### src/rtl/write_operation_ctrl.sv
// Write side of the 8 x 64-bit register file: a 2-entry request FIFO feeding
// one register commit per cycle, with clear, hold and a wrapping commit counter.
module write_operation_ctrl #(
    parameter int DATA_WIDTH = 64,
    parameter int ADDR_WIDTH = 3,
    parameter int CNT_WIDTH  = 8
) (
    input  logic                  clk,
    input  logic                  reset,
    input  logic                  wr_valid,
    output logic                  wr_ready,
    input  logic [ADDR_WIDTH-1:0] wr_addr,
    input  logic [DATA_WIDTH-1:0] wr_data,
    input  logic                  wr_hold,
    input  logic                  clr,
    output logic [DATA_WIDTH-1:0] to_reg0,
    output logic [DATA_WIDTH-1:0] to_reg1,
    output logic [DATA_WIDTH-1:0] to_reg2,
    output logic [DATA_WIDTH-1:0] to_reg3,
    output logic [DATA_WIDTH-1:0] to_reg4,
    output logic [DATA_WIDTH-1:0] to_reg5,
    output logic [DATA_WIDTH-1:0] to_reg6,
    output logic [DATA_WIDTH-1:0] to_reg7,
    output logic                  busy,
    output logic [CNT_WIDTH-1:0]  commit_cnt
);

    localparam int NREG = 2 ** ADDR_WIDTH;

    // FIFO occupancy doubles as the controller state
    typedef enum logic [1:0] {
        EMPTY = 2'd0,
        ONE   = 2'd1,
        FULL  = 2'd2
    } state_t;

    state_t                state, state_nxt;
    logic                  push, pop;
    logic                  wr_ptr, rd_ptr;
    logic [ADDR_WIDTH-1:0] fifo_addr [2];
    logic [DATA_WIDTH-1:0] fifo_data [2];
    logic [DATA_WIDTH-1:0] regs      [NREG];

    // Handshake, pop decision and occupancy transitions
    always_comb begin
        state_nxt = state;
        wr_ready  = (state != FULL);
        push      = wr_valid & (state != FULL);
        // clr forces the head out so it can be dropped alongside the clear
        pop       = (state != EMPTY) & (~wr_hold | clr);
        case (state)
            EMPTY: if (push) state_nxt = ONE;
            ONE: begin
                if (push && !pop)      state_nxt = FULL;
                else if (pop && !push) state_nxt = EMPTY;
            end
            FULL:    if (pop) state_nxt = ONE;
            default: state_nxt = EMPTY;
        endcase
    end

    // State register
    always_ff @(posedge clk) begin
        if (reset) state <= EMPTY;
        else       state <= state_nxt;
    end

    // Circular pointers into the two FIFO slots
    always_ff @(posedge clk) begin
        if (reset) begin
            wr_ptr <= 1'b0;
            rd_ptr <= 1'b0;
        end else begin
            if (push) wr_ptr <= ~wr_ptr;
            if (pop)  rd_ptr <= ~rd_ptr;
        end
    end

    // FIFO payload storage; validity is tracked by the state alone
    always_ff @(posedge clk) begin
        if (push) begin
            fifo_addr[wr_ptr] <= wr_addr;
            fifo_data[wr_ptr] <= wr_data;
        end
    end

    // Register file: clear wins over a commit in the same cycle
    always_ff @(posedge clk) begin
        if (reset || clr) begin
            for (int i = 0; i < NREG; i++) regs[i] <= '0;
        end else if (pop) begin
            regs[fifo_addr[rd_ptr]] <= fifo_data[rd_ptr];
        end
    end

    // Commit counter skips entries dropped by clr
    always_ff @(posedge clk) begin
        if (reset)            commit_cnt <= '0;
        else if (pop && !clr) commit_cnt <= commit_cnt + 1'b1;
    end

    assign busy    = (state != EMPTY);
    assign to_reg0 = regs[0];
    assign to_reg1 = regs[1];
    assign to_reg2 = regs[2];
    assign to_reg3 = regs[3];
    assign to_reg4 = regs[4];
    assign to_reg5 = regs[5];
    assign to_reg6 = regs[6];
    assign to_reg7 = regs[7];

endmodule

### config.mk
export PLATFORM = sky130hd
export DESIGN_NAME = write_operation_ctrl
export DESIGN_NICKNAME = d
export VERILOG_FILES = /design/src/rtl/write_operation_ctrl.sv
export SDC_FILE = /design/constraint.sdc
export NUM_CORES = 1
export LEC_CHECK = 0
export ABC_AREA = 1
export CAP_MARGIN = 25
export CORE_ASPECT_RATIO = 1.75
export CORE_UTILIZATION = 33
export CTS_BUF_LIST = sky130_fd_sc_hd__clkbuf_8 sky130_fd_sc_hd__clkbuf_16
export CTS_CLUSTER_SIZE = 28
export DETAILED_ROUTE_END_ITERATION = 8
export MAX_ROUTING_LAYER = met4
export PLACE_DENSITY_LB_ADDON = 0.25
export RECOVER_POWER = 100
export SLEW_MARGIN = 20
export SYNTH_ARGS = -nofsm -noshare
export SYNTH_HDL_FRONTEND = slang
export SYNTH_SLANG_ARGS = --single-unit
### constraint.sdc
create_clock -name clk -period 12 [get_ports clk]
set_clock_uncertainty 0.15 [all_clocks]
set_input_delay 2.4 -clock clk [delete_from_list [all_inputs] [get_ports clk]]
set_output_delay 2.4 -clock clk [all_outputs]
set_load 0.02 [all_outputs]
==> summary.txt <==
Placed design
  – DP HPWL: 49380 um
  – GPL Wtd Cong: roughly 0.8
  – Port Buffers: between 500 and 600
  – Place WS: ~5 ns

Routing
  – Vias: ~15000
  – Post-DR wirelength/cell: ~25 um
  – Vias/cell: between 4 and 5
  – Iter 0 DRT Violations: 940
  – Final ANT Viol Nets: 0
  – Drt total wl: around 74000 um
  – Pre-antenna DRT Iters: 5
  – DR DRC count: 0

Global route
  – Vias in the first global route: about 15000
  – First-pass GRT wire length: slightly above 100000 um
  – Total congestion overflow: 0
  – Initial antenna violation count: 24
  – Pin count of the biggest net entering global routing: roughly 120
  – Tot GR Track Use: 20.51%

Worst setup path
  – Critical Path AT: 8.34 ns
  – CP max FO: 118
  – Kind of critical path: primary input to register
  – CP most frequent cell: nand2_1
  – WP data required: roughly 12 ns
  – Cell Chain, Critical Path: dlygate4sd3_1 -> inv_1 -> a21oi_1 -> nand2_8 -> nor2_1 -> nand2_1 -> nand2_1 -> buf_16
  – R2R Setup Slk: 5.07 ns
  – Slowest stage delay, CP: 1.78 ns
  – Startpoint type of the worst setup path: primary input
  – CP max stage cell: nand2_1
  – Critical path capture point type: register

Worst hold path
  – HP Class: register to register

Yosys
  – Cell with the most instances after synthesis: edfxtp_1
  – Synth Area per Inst: approximately 16 sq um
  – Main synth FF type: edfxtp_1
  – Synth top area cells: edfxtp_1 (82%), nor3_1 (6.8%), nor2_1 (3.4%)
  – Syn Nets: ~1500
  – Area of the mapped netlist: approximately 0.024 sq mm
  – EDFF count, synth: 646
  – Synth warn: 0
  – Cells after Synth: 1450
  – Asr flop ratio synth: 0%
  – Top cell type's share of synthesized area: between 80% and 90%
  – Synth top cells by count: edfxtp_1 (646), nor3_1 (321), nor2_1 (215)
  – Cell type with the largest total area after synthesis: edfxtp_1
  – Post-synthesis register bit count: between 600 and 700
  – Seq/Total Area, Yosys: between 80 and 90%
  – Synth unique cells: 27

CTS
  – H-tree depth: 2
  – Root Driver: clkbuf_16
  – Post-CTS Setup Inserts: 0
  – Clock slew at reported path FFs: 0.07 ns
  – Num Clock Sinks: 659
  – Cts hold-fix bufs: 0
  – Total CTS buffers: 57
  – CTS tree: built
  – Clock Latency Late Sink: around 0.63 ns
  – CTS-repair resized insts: 0
  – Max clock buf depth: 3

Die
  – Core ar.: 0.07086 sq mm
  – Total Die Area: 0.07276 sq mm
  – Die H: 356.1 um
  – Io pins: ~590
  – Row cnt: roughly 130
  – Die Wd: just over 200 um
  – Starting Density: ~33%

Power
  – Max IR drop VDD: 171.5 uV
  – PD cells: between 150 and 200 mW/mm^2
  – Leakage: roughly 13 nW
  – Post-layout power: between 0.005 and 0.006 W

STA
  – Worst-margin pin slew: roughly 4.2 ns
  – # setup viols final: 0
  – Final Critical Period: 8.214 ns
  – Setup ws final: about 3.8 ns
  – Setup TNS: 0 ns
  – Max Fclk: between 0.1 and 0.15 GHz
  – RSZ-0062 raised after global routing: false
  – Fin crit share: 68.45%
  – Headroom to the max-slew limit: -183.9%
  – Slew Limit Fails: 831
  – Final hold violation count: 0

Final layout
  – Area Overhead vs Synth: 37.84%
  – Nets: 2128
  – Fraction of layout cells with a size suffix above 1: under 10%

Run
  – # Max-Cap Violations: 20

Outcome
  – Violated checks: capacitance limit, slew limit
  – Outcome: finished with violations
[power breakdown]
part | internal [W] | total [W] | switching, W
registers | 0.00266 | 0.00271 | 0.0000486
logic | 0.000198 | 0.000692 | 0.000494
clock network | 0.00104 | 0.00187 | 0.000830
[cell families after synthesis]
logic type,Yosys count,share of synthesized area (%)
muxes,64,2.710
adders and majority gates,2,0.1058
and+or+nand+nor,583,11.11
AOI/OAI and AO/OA,22,0.4922
DFF,659,83.15
buffers and inverters,120,2.434
[area by class of cell]
| type | instances | area, sq um |
|---|---|---|
| Sequential cell | 659 | 19660 |
| Fill cell | 6238 | 38270 |
| Tap cell | 917 | 1147 |
| Clock buffer | 57 | 1426 |
| Inverter | 21 | 78.83 |
| Antenna cell | 21 | 52.55 |
| Multi-Input combinational cell | 671 | 3482 |
| Clock inverter | 47 | 440.4 |
| Timing Repair Buffer | 644 | 6300 |
[state kept, by name, summed over array words and instances, names as in the netlist, named ones only]
signal and cells:
fifo_data 128, regs 512, rd_ptr 1, wr_ptr 1, state 2, fifo_addr 6
commit_cnt 8
[worst max-delay path, delay by kind of cell]
family          cells  cell delay [ns]
compound gates      1             0.54
buf+inv             3             1.02
simple gates        4             4.23
[per-stage QoR]
step	instance area, sq um	hold slack [ns]	util, %	instances
after floorplan	23640	0.2765	-	1450
after global placement	30600	0.2818	43.18	2888
after detailed placement	30770	0.3140	43.43	2900
after CTS	32640	0.3264	46.06	3004
after global routing	32580	0.3407	45.98	3034
final	32590	0.3252	45.99	3037
[routing by layer]
| metal | global-route usage (%) | up-vias | share of wire (%) |
|---|---|---|---|
| li1 | - | 6640 | - |
| met1 | 21.59 | 7543 | 34 |
| met2 | 34.81 | 803 | 52 |
| met3 | 5.625 | 187 | 9.3 |
| met4 | 10.67 | 0 | 4.8 |
| met5 | - | - | 0 |
[layout by cell type, fill, tap and decap left out, drive strengths merged]
| cell | n |
|---|---|
| a211oi | 1 |
| and2 | 1 |
| nand3b | 1 |
| nand3 | 7 |
| diode | 21 |
| nor2 | 217 |
| clkinv | 26 |
| dfxtp | 13 |
| nand4 | 3 |
| inv | 30 |
| nor3 | 322 |
| clkdlybuf4s50 | 1 |
| nand2 | 32 |
| buf | 34 |
| ha | 2 |
| clkbuf | 74 |
| o21ai | 13 |
| mux2i | 64 |
| a21oi | 8 |
| bufinv | 8 |
| dlygate4sd3 | 592 |
| edfxtp | 646 |
| clkinvlp | 4 |
[worst paths after layout]
kind | startpoint | to | depth (start not counted)
worst min-delay path | rd_ptr | rd_ptr | 1
worst max register to register | register | regs[5][32] | 5
worst max-delay path | clr | regs[6][6] | 8
worst min register to register | rd_ptr | rd_ptr | 1
(Power assumes the default switching activity.)
